File: config.mk
export PLATFORM = sky130hd
export DESIGN_NAME = aes128_key_sched_fwd
export DESIGN_NICKNAME = d
export VERILOG_FILES = /design/src/rtl/aes128_key_sched_fwd.sv
export SDC_FILE = /design/constraint.sdc
export NUM_CORES = 2
export LEC_CHECK = 0
export BUFFER_PORTS_ARGS = -buffer_cell sky130_fd_sc_hd__buf_4
export CELL_PAD_IN_SITES_DETAIL_PLACEMENT = 0
export CELL_PAD_IN_SITES_GLOBAL_PLACEMENT = 1
export CORE_MARGIN = 4
export CORE_UTILIZATION = 50
export DETAILED_ROUTE_END_ITERATION = 6
export PLACE_DENSITY = 0.86
export SYNTH_ARGS = -nofsm -noshare
export SYNTH_HDL_FRONTEND = slang
export SYNTH_SLANG_ARGS = --single-unit
File: constraint.sdc
create_clock -name clk_sys -period 25.7 [get_ports clk_sys]
set_input_delay 3.855 -clock clk_sys [delete_from_list [all_inputs] [get_ports clk_sys]]
set_output_delay 3.855 -clock clk_sys [all_outputs]
set_load 0.05 [all_outputs]
File: src/rtl/aes128_key_sched_fwd.sv
// Iterative forward AES-128 key schedule: presents round keys 0..10, one per
// cycle, and holds round key 10 as the seed for the inverse key expansion.
// Optional feature macro: AES128_KEYSCHED_STORE_EN adds an 11-entry round-key
// store with a registered read port (rk_rd_addr / rk_rd_data).
module aes128_key_sched_fwd (
  input  logic         clk_sys,
  input  logic         rst_sys,
  input  logic         key_load,
  input  logic [127:0] cipher_key,
  output logic         key_busy,
  output logic         rkey_valid,
  output logic [127:0] round_key_out,
  output logic [3:0]   round_num_out,
  output logic [127:0] round_key_10,
  output logic         key_done
`ifdef AES128_KEYSCHED_STORE_EN
  ,
  input  logic [3:0]   rk_rd_addr,
  output logic [127:0] rk_rd_data
`endif
);

  typedef enum logic [1:0] {StIdle, StExpand, StDone} state_e;

  state_e       state_q;
  logic [127:0] key_q;
  logic [3:0]   rnd_q;
  logic [7:0]   rcon_q;
  logic         valid_q;
  logic         busy_q;
  logic [127:0] rk10_q;
  logic         done_q;

  logic [127:0] key_next;
  logic [7:0]   rcon_next;
  logic         accept;

  // GF(2^8) multiply modulo x^8 + x^4 + x^3 + x + 1.
  function automatic logic [7:0] gf_mul(input logic [7:0] a, input logic [7:0] b);
    logic [7:0] p;
    logic [7:0] aa;
    p  = 8'h00;
    aa = a;
    for (int i = 0; i < 8; i++) begin
      if (b[i]) p = p ^ aa;
      aa = {aa[6:0], 1'b0} ^ (aa[7] ? 8'h1b : 8'h00);
    end
    return p;
  endfunction

  // Multiplicative inverse as a^254 = product of a^(2^i), i = 1..7; maps 0 to 0.
  function automatic logic [7:0] gf_inv(input logic [7:0] a);
    logic [7:0] y;
    logic [7:0] p;
    y = a;
    p = 8'h01;
    for (int i = 1; i < 8; i++) begin
      y = gf_mul(y, y);
      p = gf_mul(p, y);
    end
    return p;
  endfunction

  // AES S-box (fwd = 1) or inverse S-box (fwd = 0), computed rather than tabled.
  function automatic logic [7:0] aes128_sbox(input logic [7:0] b, input logic fwd);
    logic [7:0] x;
    logic [7:0] y;
    if (fwd) begin
      x = gf_inv(b);
      y = x ^ {x[6:0], x[7]} ^ {x[5:0], x[7:6]} ^ {x[4:0], x[7:5]} ^ {x[3:0], x[7:4]}
          ^ 8'h63;
    end else begin
      x = {b[6:0], b[7]} ^ {b[4:0], b[7:5]} ^ {b[1:0], b[7:2]} ^ 8'h05;
      y = gf_inv(x);
    end
    return y;
  endfunction

  // Next round key from the registered key and the current Rcon.
  always_comb begin
    logic [31:0] rot;
    logic [31:0] t;
    logic [31:0] w0;
    logic [31:0] w1;
    logic [31:0] w2;
    logic [31:0] w3;
    rot = {key_q[23:0], key_q[31:24]};
    t   = {aes128_sbox(rot[31:24], 1'b1), aes128_sbox(rot[23:16], 1'b1),
           aes128_sbox(rot[15:8], 1'b1), aes128_sbox(rot[7:0], 1'b1)} ^ {rcon_q, 24'h0};
    w0  = key_q[127:96] ^ t;
    w1  = key_q[95:64] ^ w0;
    w2  = key_q[63:32] ^ w1;
    w3  = key_q[31:0] ^ w2;
    key_next  = {w0, w1, w2, w3};
    rcon_next = {rcon_q[6:0], 1'b0} ^ (rcon_q[7] ? 8'h1b : 8'h00);
  end

  assign accept = key_load && ((state_q == StIdle) || (state_q == StDone));

  // Control FSM and all registered outputs. round_key_10 and key_done are
  // loaded on the same edge that puts round 10 on the stream.
  always_ff @(posedge clk_sys) begin
    if (rst_sys) begin
      state_q <= StIdle;
      key_q   <= 128'h0;
      rnd_q   <= 4'd0;
      rcon_q  <= 8'h01;
      valid_q <= 1'b0;
      busy_q  <= 1'b0;
      rk10_q  <= 128'h0;
      done_q  <= 1'b0;
    end else begin
      case (state_q)
        StIdle, StDone: begin
          if (key_load) begin
            key_q   <= cipher_key;
            rnd_q   <= 4'd0;
            rcon_q  <= 8'h01;
            valid_q <= 1'b1;
            busy_q  <= 1'b1;
            done_q  <= 1'b0;
            state_q <= StExpand;
          end
        end
        StExpand: begin
          if (rnd_q == 4'd10) begin
            valid_q <= 1'b0;
            busy_q  <= 1'b0;
            state_q <= StDone;
          end else begin
            key_q  <= key_next;
            rnd_q  <= rnd_q + 4'd1;
            rcon_q <= rcon_next;
            if (rnd_q == 4'd9) begin
              rk10_q <= key_next;
              done_q <= 1'b1;
            end
          end
        end
        default: state_q <= StIdle;
      endcase
    end
  end

  assign key_busy      = busy_q;
  assign rkey_valid    = valid_q;
  assign round_key_out = key_q;
  assign round_num_out = rnd_q;
  assign round_key_10  = rk10_q;
  assign key_done      = done_q;

`ifdef AES128_KEYSCHED_STORE_EN
  logic [127:0] rf_q [0:10];
  logic [127:0] rd_q;

  // Store each round key on the edge that presents it; the file is not reset.
  always_ff @(posedge clk_sys) begin
    if (!rst_sys) begin
      if (accept) begin
        rf_q[0] <= cipher_key;
      end else if ((state_q == StExpand) && (rnd_q != 4'd10)) begin
        rf_q[rnd_q + 4'd1] <= key_next;
      end
    end
  end

  // Registered read port; out-of-range addresses read as zero.
  always_ff @(posedge clk_sys) begin
    if (rst_sys) begin
      rd_q <= 128'h0;
    end else if (rk_rd_addr <= 4'd10) begin
      rd_q <= rf_q[rk_rd_addr];
    end else begin
      rd_q <= 128'h0;
    end
  end

  assign rk_rd_data = rd_q;
`endif

endmodule
==> results.md <==
- Routability cong.: 0.9862
- Path depth of the worst reg2reg path: between 50 and 60
- Initial antenna violation count: 11
- Delay-heaviest family, CP: XOR/XNOR gates
- Num CTS Buffers: 37
- Final ANT Viol Nets: 0
- Crit Path Category: flip-flop to flip-flop
- Reg2Reg Setup Slack: around 5.6 ns
- CTS Root Cell: clkbuf_16
- Critical Path RT: roughly 26 ns
- Rows: ~140
- I/O Pins: 394
- Die height: ~380 µm
- CP max stage cell: xnor3_1
- Failing checks: DRC
- Ys Warns: 0
- Largest stage delay on the critical path: approximately 1 ns
- Main flop type after synthesis: dfxtp_1
- WL met2: ~110000 µm
- RSZ-0062 raised after global routing: false
- Clk_skew: between 0.03 and 0.04 ns
- # setup viols final: 0
- RR Endpoint: round_key_10[12]
- # clock sinks: about 270
- # H-tree levels: 2
- Drt drc: 1
- Max-Cap Viols: 0
- Final Util: 0.5477
- Distinct cells, synth: approximately 130
- Post-synth EDFFs: 0
- Max Clk Rate: between 40 and 50 MHz
- Arr. time, crit path: 20.59 ns
- Gr ovfl total: 0
- R2r startpoint: round_key_out[7]
- Worst path most repeated cell: xnor2_1
- Final wirelength: ~260000 µm
- Clock tree buffer depth: 3
- Hold path start: round_key_10[90]
- Top sig layer: met4
- Most frequent cell after synthesis: xnor2_1
- Wl on met1: 109200 µm
- Share of cells above drive strength 1: 0.1238
- Post-CTS sizing: 0
- Largest net degree at the start of global routing: 123
- Cell area after synthesis: roughly 70000 µm²
- Synth-to-Final Area Change: 8.531%
- Vias: 68813
- Relative slew slack: 0.1581
- CTS tree: done
- Port buffer count: approximately 400
- Routed len/inst: 23.03 µm
- CORE AREA: between 100000 and 150000 µm²
- Most area-hungry cell type in the Yosys netlist: xnor2_1
- Post-detail-place hpwl: between 150000 and 200000 µm
- Crit share post-route: 0.7806
- Post-synth top cells: 1539 x xnor2_1, 1318 x nor2_1, 1128 x nand2_1
- Final instance area: roughly 77000 µm²
- Clk_lat worst skew: roughly 0.61 ns
- Async S/R FF share, synth: 0
- Gr usage total: 0.3380
- Syn avg cell area: 7.545 µm²
- Buf+Inv Stages, Crit Path: 3
- # hold bufs at CTS: 0
- Crit end category: flip-flop
- Starting Density: 0.5047
- Final Max Tran Viols: 0
- Post-synth top area share: 0.1909
- Detailed Route Iter0 Violations: slightly below 7000
- Crit-path max FO: 18
- Synth Net Count: ~9500
- Layout net count: 9546
- #FFs+latches synth: roughly 270
- Outcome: complete, but fails checks
- Number of global-route vias before repair: 63861
- Post-CTS setup buffer count: 0
- Period minus WS final: between 20 and 25 ns
- Endpoints failing hold: 0
- WL met3: between 20000 and 25000 µm
- First-pass GRT wire length: approximately 400000 µm
- Hold Path Class: flip-flop to flip-flop
- Clk slew on worst S/H paths: ~0.060 ns
- Largest cells by area after synthesis: xnor2_1 19%, xnor3_1 11%, dfxtp_1 7.7%, nor2_1 7.0%, nand2_1 6.0%
- Hold depth: 2
- Measured slew at the worst slew-check pin: ~1.3 ns
- Mapped Cells: 9356
- Pre-antenna DRT Iters: 7
- Die X: around 380 µm
- Startpoint types: flip-flop
- Setup TNS: 0 ns
- Vias per inst: just over 6
- WHS Endpoint: round_key_10[90]
- DIE AREA: between 100000 and 150000 µm²
- Layout fillers: around 14000
- Area post-placement: 75300 µm²
- Register area share after synthesis: 0.07714
cells in the final DEF (no fill, tap or decap), drive strengths merged, types with 25 or more instances in the layout:
master  instances
xnor2        1696
nor2         1329
nand2        1131
a21oi         705
buf           657
xor2          531
o21ai         445
xnor3         377
dfxtp         272
nand3         238
nor3          234
mux2i         228
o22ai         107
inv            91
a211oi         88
a22oi          78
a31oi          77
and2           75
nand2b         71
o211ai         63
xor3           63
or3            45
nor2b          45
clkbuf         45
o31ai          44
mux2           44
and3           41
nor3b          38
or2            29
a32oi          27
a221oi         26
nand4          25
o21a           25
a21o           25
nand3b         25
per-stage QoR:
stage	setup WS (ns)	instances	hold WS (ns)
global route	4.380	11298	0.4655
global placement	5.985	11230	0.4415
CTS	5.753	11297	0.4559
finish	5.638	11308	0.4533
floorplan	9.762	9356	0.4566
detailed placement	5.811	11230	0.4474
layout make-up:
type | instances | area [µm²] | area share
Multi-Input combinational cell | 8332 | 62220 | 0.8122
Sequential cell | 272 | 5445 | 0.07107
Timing Repair Buffer | 657 | 4940 | 0.06448
Tap cell | 1876 | 2347 | 0.03064
Clock buffer | 45 | 1016 | 0.01326
Inverter | 93 | 349.1 | 0.004556
Clock inverter | 22 | 266.5 | 0.003479
Antenna cell | 11 | 27.53 | 0.0003593
cell families (layout without fill, tap and decap cells):
group,Yosys count,after routing,share of synthesized area
compound gates,1979,1979,0.1751
flops,272,272,0.07714
simple gates,3386,3386,0.2085
buf+inv,752,817,0.04667
xor+xnor,2667,2667,0.4480
fa+ha+maj,25,25,0.004325
other cells,0,11,0
mux,275,275,0.04030
worst max-delay path by stage:
stage | start | to | depth (start not counted)
after global placement | round_key_out[7] | round_key_out[9] | 53
after detailed placement | round_key_out[7] | round_key_out[9] | 54
after CTS | round_key_out[7] | round_key_10[12] | 53
after global routing | round_key_out[23] | round_key_10[31] | 55
final | round_key_out[7] | round_key_10[12] | 53
after floorplan | round_key_out[23] | round_key_out[26] | 62
worst min-delay path, cell delays in order, from the launching register on:
cell and delay [ns]:
dfxtp_1 0.31, nand2_1 0.05, a21oi_1 0.05
registers in the layout, summed over array words and instances, names as in the netlist:
register / count
round_key_out: 128
state_q: 2
round_num_out: 4
key_busy: 1
round_key_10: 128
key_done: 1
rcon_q: 8
metal layers:
layer / up-vias / global-route usage
met2: 2995 / 0.5232
met3: 444 / 0.07364
met1: 33179 / 0.4576
li1: 32195 / -
met5: - / 0
met4: 0 / 0.1350
Power is not shown: default switching activity piles up to over one toggle a cycle in this logic, so the estimate is an artifact.
